--- config.mk ---
export PLATFORM = sky130hd
export DESIGN_NAME = rtype_issue_ctrl
export DESIGN_NICKNAME = d
export VERILOG_FILES = /design/src/rtl/rtype_pkg.sv /design/src/rtl/rtype_decoder.sv /design/src/rtl/rtype_issue_ctrl.sv
export SDC_FILE = /design/constraint.sdc
export NUM_CORES = 1
export LEC_CHECK = 0
export BUFFER_PORTS_ARGS = -buffer_cell sky130_fd_sc_hd__buf_4
export CAP_MARGIN = 20
export CORE_AREA = 2 2 100 140
export CTS_CLUSTER_DIAMETER = 40
export DETAILED_ROUTE_END_ITERATION = 16
export DIE_AREA = 0 0 102 142
export PLACE_DENSITY_LB_ADDON = 0.15
export SLEW_MARGIN = 5
export SYNTH_ARGS = -nofsm -noshare
export SYNTH_HDL_FRONTEND = slang
export SYNTH_SLANG_ARGS = --single-unit
--- constraint.sdc ---
create_clock -name clk -period 2.1 [get_ports clk]
set_input_delay 0.315 -clock clk [delete_from_list [all_inputs] [get_ports clk]]
set_output_delay 0.315 -clock clk [all_outputs]
set_load 0.02 [all_outputs]
--- src/rtl/rtype_pkg.sv ---
// Shared types for the RV32I R-type issue controller.
// Opcode/funct7 constants, ALU select map, FSM states, decode bundle.
package rtype_pkg;

    localparam logic [6:0] OP_RTYPE = 7'b0110011;
    localparam logic [6:0] F7_BASE  = 7'h00;
    localparam logic [6:0] F7_ALT   = 7'h20;

    typedef enum logic [3:0] {
        ALU_ADD  = 4'd0,
        ALU_SUB  = 4'd1,
        ALU_SLL  = 4'd2,
        ALU_SLT  = 4'd3,
        ALU_SLTU = 4'd4,
        ALU_XOR  = 4'd5,
        ALU_SRL  = 4'd6,
        ALU_SRA  = 4'd7,
        ALU_OR   = 4'd8,
        ALU_AND  = 4'd9
    } alu_sel_e;

    typedef enum logic [2:0] {
        S_IDLE,
        S_DECODE,
        S_READ,
        S_EXEC,
        S_WB
    } issue_state_e;

    typedef struct packed {
        logic       legal;
        alu_sel_e   alu_sel;
        logic [4:0] rs1;
        logic [4:0] rs2;
        logic [4:0] rd;
    } dec_t;

endpackage

--- src/rtl/rtype_decoder.sv ---
// Combinational R-type decoder: instruction word to legality,
// ALU select and register indices.
module rtype_decoder
    import rtype_pkg::*;
(
    input  logic [31:0] instr,
    output dec_t        dec
);

    logic [6:0] opcode;
    logic [2:0] f3;
    logic [6:0] f7;
    logic       alt;

    assign opcode = instr[6:0];
    assign f3     = instr[14:12];
    assign f7     = instr[31:25];
    assign alt    = (f7 == F7_ALT);

    always_comb begin
        dec     = '0;
        dec.rs1 = instr[19:15];
        dec.rs2 = instr[24:20];
        dec.rd  = instr[11:7];
        // funct7=0x20 only selects SUB and SRA
        dec.legal = (opcode == OP_RTYPE) &&
                    ((f7 == F7_BASE) ||
                     (alt && (f3 == 3'b000 || f3 == 3'b101)));
        unique case (f3)
            3'b000: dec.alu_sel = alt ? ALU_SUB : ALU_ADD;
            3'b001: dec.alu_sel = ALU_SLL;
            3'b010: dec.alu_sel = ALU_SLT;
            3'b011: dec.alu_sel = ALU_SLTU;
            3'b100: dec.alu_sel = ALU_XOR;
            3'b101: dec.alu_sel = alt ? ALU_SRA : ALU_SRL;
            3'b110: dec.alu_sel = ALU_OR;
            3'b111: dec.alu_sel = ALU_AND;
        endcase
    end

endmodule

--- src/rtl/rtype_issue_ctrl.sv ---
// Five-state R-type issue controller (IDLE/DECODE/READ/EXEC/WB).
// Optional retire counter: define RTYPE_RETIRE_CNT_EN.
module rtype_issue_ctrl
    import rtype_pkg::*;
#(
    parameter int XLEN    = 32,
    parameter int RADDR_W = 5
) (
    input  logic               clk,
    input  logic               rst_n,
    input  logic               instr_valid,
    output logic               instr_ready,
    input  logic [31:0]        instr,
    output logic [RADDR_W-1:0] rs1_addr,
    output logic [RADDR_W-1:0] rs2_addr,
    input  logic [XLEN-1:0]    rs1_data,
    input  logic [XLEN-1:0]    rs2_data,
    output logic [3:0]         ALU_sel,
    output logic [XLEN-1:0]    reg1,
    output logic [XLEN-1:0]    reg2,
    input  logic [XLEN-1:0]    ALU_Out,
    output logic               wb_en,
    output logic [RADDR_W-1:0] wb_addr,
    output logic [XLEN-1:0]    wb_data,
    output logic               illegal,
    output logic [31:0]        retire_cnt
);

    issue_state_e       state_q, state_d;
    logic [31:0]        instr_q;
    dec_t               dec;
    logic [RADDR_W-1:0] rs1_q, rs2_q, rd_q;
    alu_sel_e           sel_q;
    logic [XLEN-1:0]    reg1_q, reg2_q, wb_data_q;

    rtype_decoder u_dec (
        .instr (instr_q),
        .dec   (dec)
    );

    always_ff @(posedge clk or negedge rst_n) begin
        if (!rst_n) state_q <= S_IDLE;
        else        state_q <= state_d;
    end

    always_comb begin
        state_d = state_q;
        unique case (state_q)
            S_IDLE:   if (instr_valid) state_d = S_DECODE;
            S_DECODE: state_d = dec.legal ? S_READ : S_IDLE;
            S_READ:   state_d = S_EXEC;
            S_EXEC:   state_d = S_WB;
            S_WB:     state_d = S_IDLE;
            default:  state_d = S_IDLE;
        endcase
    end

    always_ff @(posedge clk or negedge rst_n) begin
        if (!rst_n) begin
            instr_q   <= '0;
            rs1_q     <= '0;
            rs2_q     <= '0;
            rd_q      <= '0;
            sel_q     <= ALU_ADD;
            reg1_q    <= '0;
            reg2_q    <= '0;
            wb_data_q <= '0;
        end else begin
            if (state_q == S_IDLE && instr_valid)
                instr_q <= instr;
            if (state_q == S_DECODE && dec.legal) begin
                rs1_q <= RADDR_W'(dec.rs1);
                rs2_q <= RADDR_W'(dec.rs2);
                rd_q  <= RADDR_W'(dec.rd);
                sel_q <= dec.alu_sel;
            end
            if (state_q == S_READ) begin
                reg1_q <= rs1_data;
                reg2_q <= rs2_data;
            end
            if (state_q == S_EXEC)
                wb_data_q <= ALU_Out;
        end
    end

    assign instr_ready = (state_q == S_IDLE);
    assign illegal     = (state_q == S_DECODE) && !dec.legal;
    // x0 writes are suppressed but still retire
    assign wb_en       = (state_q == S_WB) && (rd_q != '0);
    assign rs1_addr    = rs1_q;
    assign rs2_addr    = rs2_q;
    assign ALU_sel     = sel_q;
    assign reg1        = reg1_q;
    assign reg2        = reg2_q;
    assign wb_addr     = rd_q;
    assign wb_data     = wb_data_q;

`ifdef RTYPE_RETIRE_CNT_EN
    logic [31:0] cnt_q;

    always_ff @(posedge clk or negedge rst_n) begin
        if (!rst_n)                cnt_q <= '0;
        else if (state_q == S_WB)  cnt_q <= cnt_q + 32'd1;
    end

    assign retire_cnt = cnt_q;
`else
    assign retire_cnt = '0;
`endif

endmodule
Yosys cells after proc, flatten, opt, wreduce, memory -nomap -nowiden
Index checks and enable logic that the tools add are counted.
Storage, ports and cells
  bits of input ports: 131
  flip-flop bits (word level): 150
  output and inout port bits: 150
Cells by class
  equality and inequality tests: 14
  reductions and logical operators: 13
  multiplexer cells: 6
Operator list (number)
  $pmux W4 S8: 1
  $eq A3 B3 Y1 const B: 5
  $eq A7 B6 Y1 const B: 2
  $eq A3 B2 Y1 const B: 4
  $pmux W3 S4: 1
  $logic_not A7 Y1: 1
  $eq A3 B1 Y1 const B: 2
  $logic_and A1 B1 Y1: 6
  $logic_not A3 Y1: 2
  $reduce_bool A5 Y1: 1
  $mux W3: 1
  $logic_or A1 B1 Y1: 2
  $mux W1: 2
  $mux W2: 1
  $ne A2 B2 Y1 const B: 1
  $logic_not A1 Y1: 1

Logic depth before layout (Yosys ltp)
  word-level depth: 7
  mapped depth: 6

Cells and area by module
Synthesis repeated with hierarchy kept, for this count alone.
Unflattened totals
  cell total of the unflattened synthesis: 392
  area total of the unflattened synthesis: 6143.4 sq um
By module, submodules not included
  rtype_issue_ctrl: cells an instance 361, area each 5910.7 sq um, times used 1, seq. area each 3753.6 sq um
  rtype_decoder: cells an instance 31, area each 232.7 sq um, times used 1, seq. area each 0.0 sq um

Worst setup path before layout
OpenSTA, ideal clock, no wires.
  path type: reg2reg
  start point: register state_q[2]
  end point: register instr_q[10]
  buffers on the path: 2
  data required time: 1972 ps
  setup slack: 184 ps
  stages on the path, launching flop included: 6
  data arrival time: 1788 ps
  path through: dfrtp_1 nor3_1 and2_1 buf_2 buf_4 mux2_1
On the way
  word-level cells in the longest chain between the ends: 2
Ends and longest elaborated chain
  start, declared: line rtype_issue_ctrl.sv:29  | issue_state_e state_q, state_d;
  start signal, assigned: line rtype_issue_ctrl.sv:43  | else state_q <= state_d;
  $logic_not A3 Y1
  net instr_ready: line rtype_issue_ctrl.sv:12  | output logic instr_ready,
  $logic_and A1 B1 Y1: line rtype_issue_ctrl.sv:69  | if (state_q == S_IDLE && instr_valid)
  end signal, assigned: line rtype_issue_ctrl.sv:70  | instr_q <= instr;
  end, declared: line rtype_issue_ctrl.sv:30  | logic [31:0] instr_q;
The timed path passes the listed nets, and every way through them passes these cells.
A chain may end at the register's enable or synchronous reset.

Final worst setup path
  start point: register instr_q[26]
  end point: output illegal
On the way
  word-level cells in the longest chain between the ends: 6
Ends and longest elaborated chain
  $eq A7 B6 Y1: line rtype_decoder.sv:18  | assign alt = (f7 == F7_ALT);
  $logic_and A1 B1 Y1: line rtype_decoder.sv:28  | (alt && (f3 == 3'b000 || f3 == 3'b101)));
  $logic_or A1 B1 Y1 *: line rtype_decoder.sv:27  | ((f7 == F7_BASE) ||
  $logic_and A1 B1 Y1 *: line rtype_decoder.sv:26  | dec.legal = (opcode == OP_RTYPE) &&
  $logic_not A1 Y1 *: line rtype_issue_ctrl.sv:87  | assign illegal = (state_q == S_DECODE) && !dec.legal;
  $logic_and A1 B1 Y1 *: line rtype_issue_ctrl.sv:87
  end, declared: line rtype_issue_ctrl.sv:25  | output logic illegal,
Mark *: on every way between the ends. The rest lies on a longest branch, timed or not.

==> results.cfg <==
[cells_and_area]
final_nets = 836
layout-drive-gt1-share_pct = 52.5
area_delta_synth_final_pct = 43.1
fill_cells = 1075
n_antenna_cell = 0
stdcell_area_um2 = 8690
regArea_um2 = 3750
fin_cells = 898
multi_input_area_um2 = 2070

[yosys]
synthCells = 449
synth_compound_area_share_pct = 0.392
syn-cell-area_um2 = 6070
synthTopCellsByCount = dfrtp_1 (150), nand2_1 (101), mux2_2 (67)
seq_area_frac_synth_pct = 61.8
synth_area_leaders = dfrtp_1 (62%), mux2_2 (12%), nand2_1 (6.2%), mux2_1 (5.2%), buf_4 (4.8%)
netlist-cell-type-count = 31
synthXorXnorAreaFrac_pct = 0.144
async_flop_share_pct = 100
yosys_register_bits = 150
synth-simple-area-share_pct = 8.76
synth_edf_count = 0
synth.top_cell.area_share_pct = 61.8
synthMuxAreaShare_pct = 22.6
synth_top_area_cell = dfrtp_1
yosysMostFrequentCell = dfrtp_1
yosys_warnings = 0
synth_area_per_cell_um2 = 13.5
ys_dominant_reg_cell = dfrtp_1
synth_top_family_by_area = multiplexers
synthAdderAreaFrac_pct = 0

[routing]
maxUsedRoutingLayer = met4
routed_wl_um = 14000
drcViolationCount = 0
postRouteAntennaNets = 0
wl_met3_um = 1290
avgViaCountPerCell = 4.60
drt_iter0_drc = 112
m1WireLength_um = 5160
dr.pass1.iters = 4
wl_per_cell_um = 15.6
num_vias = 4129
wl_met2_um = 7340

[die]
start_util_pct = 45.8
core-area_um2 = 13300
row_count = 50
die_x_um = 102
ioPinCount = 281
die_h_um = 142
dieArea_um2 = 14500

[setup_path]
endpoint_kind = primary output
critPathArrivalTime_ns = 1.71
crit_fanout = 2
path_class = reg2out
start_kind = register
worstPathRequired_ns = 1.78

[job]
cap_violations = 0

[clock_tree]
h-tree-depth = 4
clock_latency_ns = 0.42
cts_root_buf = clkbuf_16
cts_buffers = 17
clock_sinks = 150
clock_path_buffers = 2
cts_tree = done
clk_pin_slew_ns = 0.06

[global_route]
grt_pass1_wl_um = 21700
first_global_vias = 4431
grt_util_all_layers_pct = 19.7
gr-total-overflow = 0
antenna_found_initial = 0
grt_max_degree = 66

[outcome]
status = finished clean

[placed_design]
place_congestion = 0.763
dp.cells = 865
placement.cell_area_um2 = 8040
dp_hpwl_um = 10400
portBuffers = 248

[timing]
report.final.slew_viol_count = 0
hold_viol = 0
setup_violations = 0
max_freq_mhz = 494
post-route-period-util_pct = 96.4
grt_setup_unrepaired = yes
finalClockSkew_ns = 0.0163
period_needed_ns = 2.02

[power]
p_per_area_nw_per_um2 = 777
power_w = 0.00675
p_leak_nw = 4.57
vdd_drop_max_v = 0.000509

[hold_path]
hold_class = in2reg
metrics by stage:
step | util, % | setup TNS [ns] | hold WS, ns | setup WS [ns]
4_1_cts | 65.4 | 0 | 0.0642 | 0.0224
3_5_place_dp | 60.6 | 0 | 0.301 | 0.293
2_1_floorplan | - | 0 | 0.0194 | 0.184
3_3_place_gp | 60.6 | 0 | 0.288 | 0.330
5_1_grt | 65.5 | -0.0349 | 0.0730 | -0.0349
6_report | 65.5 | 0 | 0.0821 | 0.0758
timing repair:
action | 4_1_cts | 5_1_grt
endpoints found under the hold margin | 49 | 0
hold buffers | 1 | 0
resized for setup | 0 | 1
buffers inserted | 1 | 1
endpoints found under the setup margin | 1 | 1
cloned | 0 | 0
worst max-delay path: stages, from the launching register on:
cell and delay, ns:
dfrtp_1 0.40, nor4_4 0.29, nor3b_2 0.23, and3_1 0.18
nor2b_1 0.04, buf_4 0.15
routing by layer:
| layer | GRT usage (%) | vias up |
|---|---|---|
| met4 | 6.81 | 0 |
| met3 | 7.81 | 18 |
| met5 | 0 | - |
| met2 | 34.4 | 182 |
| li1 | - | 1952 |
| met1 | 21.4 | 1977 |
report_power, final:
group	leakage, nW	switching (W)	internal (W)
logic	2.42	0.000237	0.000281
clock network	0.296	0.00115	0.00201
registers	1.86	0.0000746	0.00300
cell usage in the layout, fill, tap and decap left out, types with 3 or more instances in the layout:
cell	instances
mux2_1	28
bufinv_16	4
buf_4	251
nor2_1	3
buf_12	5
mux2i_1	3
mux2_2	67
nand2_1	101
conb_1	32
inv_1	4
mux2_4	18
clkbuf_16	17
dfrtp_1	150
layout make-up:
class,count,area share (%)
Clock buffer,19,5.10
Inverter,4,0.173
Timing Repair Buffer,258,23.1
Tap cell,182,2.62
Clock inverter,11,2.02
Sequential cell,150,43.2
Multi-Input combinational cell,274,23.8
logic make-up after synthesis:
logic type | Yosys count
buffers and inverters | 56
xor gates and xnor gates | 1
muxes | 116
AOI/OAI and AO/OA | 4
other | 1
DFF | 150
and+or+nand+nor | 121
sequential cells by signal, summed over array words and instances (netlist names):
register and count:
wb_data 32, state_q 3, reg2 32, rs2_addr 5, rs1_addr 5, instr_q 32
ALU_sel 4, wb_addr 5, reg1 32
path summary, 6_finish.rpt:
check | startpoint | to | cells past startpoint | slack, ns
max in group asynchronous | rst_n | rs1_addr[2] | 3 | 1.01
min reg2reg | wb_data[22] | wb_data[22] | 2 | 0.47
max | instr_q[26] | illegal | 5 | 0.08
max reg2reg | instr_q[26] | wb_addr[1] | 7 | 0.16
min | ALU_Out[18] | wb_data[18] | 3 | 0.08
min in group asynchronous | rst_n | reg1[15] | 2 | 0.43
Power figures use the tool's default switching activity.
